`config.mk`:
```
export PLATFORM = sky130hd
export DESIGN_NAME = matrix_serializer_flat
export DESIGN_NICKNAME = d
export VERILOG_FILES = /design/src/rtl/matrix_serializer_if.sv /design/src/rtl/matrix_serializer.sv /design/src/flat_wrapper.sv
export SDC_FILE = /design/constraint.sdc
export NUM_CORES = 1
export LEC_CHECK = 0
export BUFFER_PORTS_ARGS = -buffer_cell sky130_fd_sc_hd__buf_4
export CORE_AREA = 2 2 285 287
export DETAILED_ROUTE_END_ITERATION = 10
export DIE_AREA = 0 0 287 289
export PLACE_DENSITY = 0.53
export SYNTH_ARGS = -nofsm -noshare
export SYNTH_HDL_FRONTEND = slang
export SYNTH_SLANG_ARGS = --single-unit
```
`constraint.sdc`:
```
create_clock -name clk -period 2.8 [get_ports clk]
set_clock_uncertainty 0.05 [all_clocks]
set_input_delay 0.56 -clock clk [delete_from_list [all_inputs] [get_ports clk]]
set_output_delay 0.56 -clock clk [all_outputs]
set_load 0.05 [all_outputs]
```
`src/rtl/matrix_serializer_if.sv`:
```
// Stream bundle for matrix_serializer: wide matrix input stream plus narrow element output stream.
// slave modport is the serializer side, master modport is the producer/consumer side.
interface matrix_serializer_if #(
    parameter int MAT_WIDTH    = 4,
    parameter int MAT_HEIGHT   = 4,
    parameter int ELEMENT_SIZE = 32
);
    logic [MAT_WIDTH*MAT_HEIGHT*ELEMENT_SIZE-1:0] s_axis_tdata;
    logic                                         s_axis_tvalid;
    logic                                         s_axis_tlast;
    logic                                         s_axis_tuser;
    logic                                         s_axis_tready;
    logic [ELEMENT_SIZE-1:0]                      m_axis_tdata;
    logic                                         m_axis_tvalid;
    logic                                         m_axis_tready;
    logic                                         m_axis_tlast;
    logic                                         m_axis_tuser;

    modport slave (
        input  s_axis_tdata, s_axis_tvalid, s_axis_tlast, s_axis_tuser, m_axis_tready,
        output s_axis_tready, m_axis_tdata, m_axis_tvalid, m_axis_tlast, m_axis_tuser
    );

    modport master (
        output s_axis_tdata, s_axis_tvalid, s_axis_tlast, s_axis_tuser, m_axis_tready,
        input  s_axis_tready, m_axis_tdata, m_axis_tvalid, m_axis_tlast, m_axis_tuser
    );
endinterface

```
`src/rtl/matrix_serializer.sv`:
```
// Serializes one full matrix per input beat into one element per output beat.
// Optional macro SERIALIZE_COL_MAJOR_EN selects column-major emission order (default row-major).
module matrix_serializer #(
    parameter int MAT_WIDTH    = 4,
    parameter int MAT_HEIGHT   = 4,
    parameter int ELEMENT_SIZE = 32
) (
    input  logic           clk,
    input  logic           reset_n,
    matrix_serializer_if.slave bus
);
    localparam int N     = MAT_WIDTH * MAT_HEIGHT;
    localparam int IDX_W = (N > 1) ? $clog2(N) : 1;
    localparam logic [IDX_W-1:0] LAST_IDX = IDX_W'(N - 1);

    typedef enum logic {IDLE, SEND} state_t;

    state_t                        state_reg;
    logic [IDX_W-1:0]              index_reg;
    logic [N*ELEMENT_SIZE-1:0]     matrix_reg;
    logic                          tvalid_reg;
    logic                          tlast_reg;
    logic                          tuser_reg;
    logic [IDX_W-1:0]              index_next;
    logic [ELEMENT_SIZE-1:0]       ordered [N];
    logic                          unused_tlast;

    // Input tlast carries no information: each matrix is already one output packet.
    assign unused_tlast = bus.s_axis_tlast;
    assign index_next   = index_reg + 1'b1;

    // Static reorder of the matrix register into emission sequence order.
    generate
        for (genvar gi = 0; gi < N; gi++) begin : g_order
`ifdef SERIALIZE_COL_MAJOR_EN
            localparam int SRC = (gi % MAT_HEIGHT) * MAT_WIDTH + (gi / MAT_HEIGHT);
`else
            localparam int SRC = gi;
`endif
            assign ordered[gi] = matrix_reg[SRC*ELEMENT_SIZE +: ELEMENT_SIZE];
        end
    endgenerate

    assign bus.m_axis_tdata  = ordered[index_reg];
    assign bus.m_axis_tvalid = tvalid_reg;
    assign bus.m_axis_tlast  = tlast_reg;
    assign bus.m_axis_tuser  = tuser_reg;
    assign bus.s_axis_tready = reset_n &
                               ((state_reg == IDLE) ||
                                ((state_reg == SEND) && tlast_reg && bus.m_axis_tready));

    always_ff @(posedge clk or negedge reset_n) begin
        if (!reset_n) begin
            state_reg  <= IDLE;
            index_reg  <= '0;
            matrix_reg <= '0;
            tvalid_reg <= 1'b0;
            tlast_reg  <= 1'b0;
            tuser_reg  <= 1'b0;
        end else begin
            case (state_reg)
                IDLE: begin
                    if (bus.s_axis_tvalid) begin
                        matrix_reg <= bus.s_axis_tdata;
                        tuser_reg  <= bus.s_axis_tuser;
                        index_reg  <= '0;
                        tvalid_reg <= 1'b1;
                        tlast_reg  <= (LAST_IDX == '0);
                        state_reg  <= SEND;
                    end
                end
                SEND: begin
                    if (bus.m_axis_tready) begin
                        if (!tlast_reg) begin
                            index_reg <= index_next;
                            tlast_reg <= (index_next == LAST_IDX);
                        end else if (bus.s_axis_tvalid) begin
                            // Final beat and next matrix share a cycle: no bubble between packets.
                            matrix_reg <= bus.s_axis_tdata;
                            tuser_reg  <= bus.s_axis_tuser;
                            index_reg  <= '0;
                            tlast_reg  <= (LAST_IDX == '0);
                        end else begin
                            index_reg  <= '0;
                            tvalid_reg <= 1'b0;
                            tlast_reg  <= 1'b0;
                            state_reg  <= IDLE;
                        end
                    end
                end
                default: state_reg <= IDLE;
            endcase
        end
    end
endmodule

```
`src/flat_wrapper.sv`:
```
// flat-port wrapper written by rule: the top's interface ports become plain ports
module matrix_serializer_flat 
#(
    parameter int MAT_WIDTH    = 4,
    parameter int MAT_HEIGHT   = 4,
    parameter int ELEMENT_SIZE = 32
)
  (clk, reset_n, bus_s_axis_tdata, bus_s_axis_tvalid, bus_s_axis_tlast, bus_s_axis_tuser, bus_m_axis_tready, bus_s_axis_tready, bus_m_axis_tdata, bus_m_axis_tvalid, bus_m_axis_tlast, bus_m_axis_tuser);
  matrix_serializer_if #(.MAT_WIDTH(MAT_WIDTH), .MAT_HEIGHT(MAT_HEIGHT), .ELEMENT_SIZE(ELEMENT_SIZE)) bus_i ();
  input  logic clk;
  input  logic reset_n;
  input wire logic [$bits(bus_i.s_axis_tdata)-1:0] bus_s_axis_tdata;
  input wire logic [$bits(bus_i.s_axis_tvalid)-1:0] bus_s_axis_tvalid;
  input wire logic [$bits(bus_i.s_axis_tlast)-1:0] bus_s_axis_tlast;
  input wire logic [$bits(bus_i.s_axis_tuser)-1:0] bus_s_axis_tuser;
  input wire logic [$bits(bus_i.m_axis_tready)-1:0] bus_m_axis_tready;
  output wire logic [$bits(bus_i.s_axis_tready)-1:0] bus_s_axis_tready;
  output wire logic [$bits(bus_i.m_axis_tdata)-1:0] bus_m_axis_tdata;
  output wire logic [$bits(bus_i.m_axis_tvalid)-1:0] bus_m_axis_tvalid;
  output wire logic [$bits(bus_i.m_axis_tlast)-1:0] bus_m_axis_tlast;
  output wire logic [$bits(bus_i.m_axis_tuser)-1:0] bus_m_axis_tuser;
  assign bus_i.s_axis_tdata = bus_s_axis_tdata;
  assign bus_i.s_axis_tvalid = bus_s_axis_tvalid;
  assign bus_i.s_axis_tlast = bus_s_axis_tlast;
  assign bus_i.s_axis_tuser = bus_s_axis_tuser;
  assign bus_i.m_axis_tready = bus_m_axis_tready;
  assign bus_s_axis_tready = bus_i.s_axis_tready;
  assign bus_m_axis_tdata = bus_i.m_axis_tdata;
  assign bus_m_axis_tvalid = bus_i.m_axis_tvalid;
  assign bus_m_axis_tlast = bus_i.m_axis_tlast;
  assign bus_m_axis_tuser = bus_i.m_axis_tuser;
  matrix_serializer #(.MAT_WIDTH(MAT_WIDTH), .MAT_HEIGHT(MAT_HEIGHT), .ELEMENT_SIZE(ELEMENT_SIZE)) u_core (.clk(clk), .reset_n(reset_n), .bus(bus_i));
endmodule
```
==> impl_metrics.ini <==
[synthesis]
synthMuxAreaShare_pct = 36.5
post_synth_xor_area_fraction_pct = 0.0737
synth_cell_types = 30
syn_nets = 1912
synth_top_family_by_area = multiplexers
synthCells = 1392
ys_ff_latch = 520
synth-edff-count = 0
syn_avg_cell_area_sq_um = 17.1
yosysTopAreaCell = dfrtp_1
async_flop_share_pct = 100
synth_ff_type = dfrtp_1
seq_area_frac_synth_pct = 54.8
synth_top_area_share_pct = 54.8
synth-warning-count = 0
netlist_area_sq_mm = 0.0238
synthAdderAreaFrac_pct = 0.105
synthSimpleGateAreaFrac_pct = 0.916
synth_compound_area_share_pct = 2.30
synth_area_leaders = dfrtp_1 (55%), mux2_1 (22%), mux4_2 (12%)

[clocking]
root_buffer = clkbuf_16
cts_tree = done
cts_made_buffers = 60
h-tree-depth = 2
worstSkewPairLatency_ps = 610
cts_max_path_buffers = 3
clk_pin_slew_worst_paths_ps = 60
clock-sinks = 520

[drt]
drt_pass1_iterations = 6
routedWlPerCell_microns = 22.8
drtIter0Drc = 666
vias = 14584
drt_wl_total_mm = 71.3
routed_via_density = 4.66
drc = 0
ant_nets = 0

[global_route]
grt_pass1_wl_mm = 105
grt_util_all_layers_pct = 16.9
antenna_found_initial = 15
grt_max_degree = 168
grt-ovfl-total = 0
grt_pass1_vias = 16242

[sta]
period_needed_ps = 3210
maxSlewViolCount = 0
setup_slack_ps = -410
max_freq_mhz = 311
finalCritPeriodShare_pct = 115
slew_headroom_pct = 27.2
hold_violations = 0
worst_pin_slew_ps = 1090
grt_setup_unrepaired = true
setup_viol = 32

[floorplan]
core-area_sq_mm = 0.0799
chipHeight_microns = 289
dieArea_sq_mm = 0.0829
initial_core_util_pct = 29.7
die_width_microns = 287
io_pins = 554
rows = 104

[setup_path]
crit_required_ps = 2190
crit_type = reg -> out
arrival_ps = 2600
start_kind = register
path_max_fanout = 7
cp-end-kind = output port
r2r_cells = 5

[placed_design]
place_area_sq_mm = 0.0290
hpwlAfterDp_mm = 52.8
place_congestion = 0.825
io_buffers = 552

[power]
p_sw_uw = 12200
p_comb_share_pct = 42.0
internal_power_uw = 23600
totalPowerFinal_uw = 35800
switching_share_pct = 34.2
p_leak_uw = 0.0144
pwr-share-seq_pct = 36.2
vdd_ir_drop_max_v = 0.000640
cellPowerDensity_mw_per_mm2 = 1130
clkPwrFrac_pct = 21.8

[finish]
final_cell_mix = buf_4 (566), dfrtp_1 (518), mux2_1 (465), mux4_2 (128), clkbuf_16 (62)
drive_above_1_share_pct = 47.9
largest_reg_flops = 512
nets = 2527
final_common_cell = buf_4
fillers = 7471
finalInstanceArea_sq_mm = 0.0318
syn_to_final_growth_pct = 33.8

[status]
status = finished with violations
violations = negative setup slack

[hold_path]
hold_path_depth = 2
hold_class = in -> reg

[run]
maxCapViolCount = 0
-- cell type report --
| cell class | instances | area, sq um | area share [%] |
|---|---|---|---|
| repair buffers | 655 | 5690 | 17.9 |
| flip-flops and latches | 520 | 13000 | 41.0 |
| multi-input cells | 769 | 9740 | 30.6 |
| diodes | 16 | 40.0 | 0.126 |
| well taps | 1060 | 1330 | 4.17 |
| clock inverters | 13 | 136 | 0.429 |
| clock buffers | 96 | 1830 | 5.75 |
| inverters | 1 | 3.75 | 0.0118 |
-- critical path: stages (launching register included) --
cell,delay [ps]
dfrtp_4,450
buf_6,130
buf_4,210
mux4_2,560
a22oi_1,320
nand2_1,110
buf_4,200
-- synthesized netlist by cell type, types with 5 or more instances --
master / n
nand2_1: 37
o21ai_0: 5
buf_6: 16
mux4_2: 128
mux2_2: 48
buf_12: 45
clkbuf_1: 24
buf_2: 8
a22oi_1: 64
dfrtp_1: 520
buf_4: 5
mux2_1: 465
-- metrics by stage --
| stage | hold slack, ps | setup slack, ps | TNS, ps | util [%] | instances |
|---|---|---|---|---|---|
| global placement | 342 | -170 | -175 | 36.3 | 2982 |
| CTS | 48.5 | -492 | -14050 | 39.5 | 3109 |
| floorplan | 214 | 413 | 0 | - | 1392 |
| finish | 105 | -410 | -11070 | 39.8 | 3130 |
| detailed placement | 343 | -182 | -182 | 36.3 | 2982 |
| global route | 70.0 | -489 | -14470 | 39.8 | 3127 |
-- power groups by stage --
| stage | clock [uW] | sequential (uW) | combinational (uW) |
|---|---|---|---|
| floorplan | 0 | 12400 | 9240 |
| global placement | 0 | 12900 | 13500 |
| detailed placement | 0 | 13200 | 13700 |
| CTS | 8090 | 13000 | 14900 |
| global route | 8380 | 13400 | 16000 |
| finish | 7790 | 13000 | 15000 |
-- layer usage --
layer	up-vias	global-route usage (%)	routed length, microns
met3	102	4.23	4260
met4	4	5.74	1750
met1	7599	22.7	31300
li1	6491	-	-
met2	388	26.6	33900
met5	-	0	21
-- path summary, 6_finish.rpt --
| check | startpoint | endpoint | slack [ps] |
|---|---|---|---|
| min in group asynchronous | reset_n | u_core.matrix_reg[388] | 310 |
| worst min register to register | u_core.matrix_reg[66] | u_core.matrix_reg[66] | 430 |
| max in group asynchronous | reset_n | u_core.matrix_reg[448] | 1150 |
| worst min-delay path | bus_s_axis_tdata[174] | u_core.matrix_reg[174] | 110 |
| worst max-delay path | u_core.index_reg[0] | bus_m_axis_tdata[11] | -410 |
| worst max register to register | u_core.state_reg | u_core.matrix_reg[9] | 710 |
-- cell families after synthesis --
group | after synthesis
AOI/OAI and AO/OA | 74
xor gates and xnor gates | 2
adders and majority gates | 2
buffers and inverters | 103
DFF | 520
muxes | 642
and+or+nand+nor | 49
-- what timing repair did --
item / 4_1_cts / 5_1_grt
endpoints found under the setup margin: 32 / 32
gates resized for setup: 87 / 26
pin swaps: 11 / 20
buffers inserted: 18 / 3
hold buffers: 1 / 0
endpoints found under the hold margin: 8 / 0
gates cloned: 0 / 2
(Power assumes the default switching activity.)
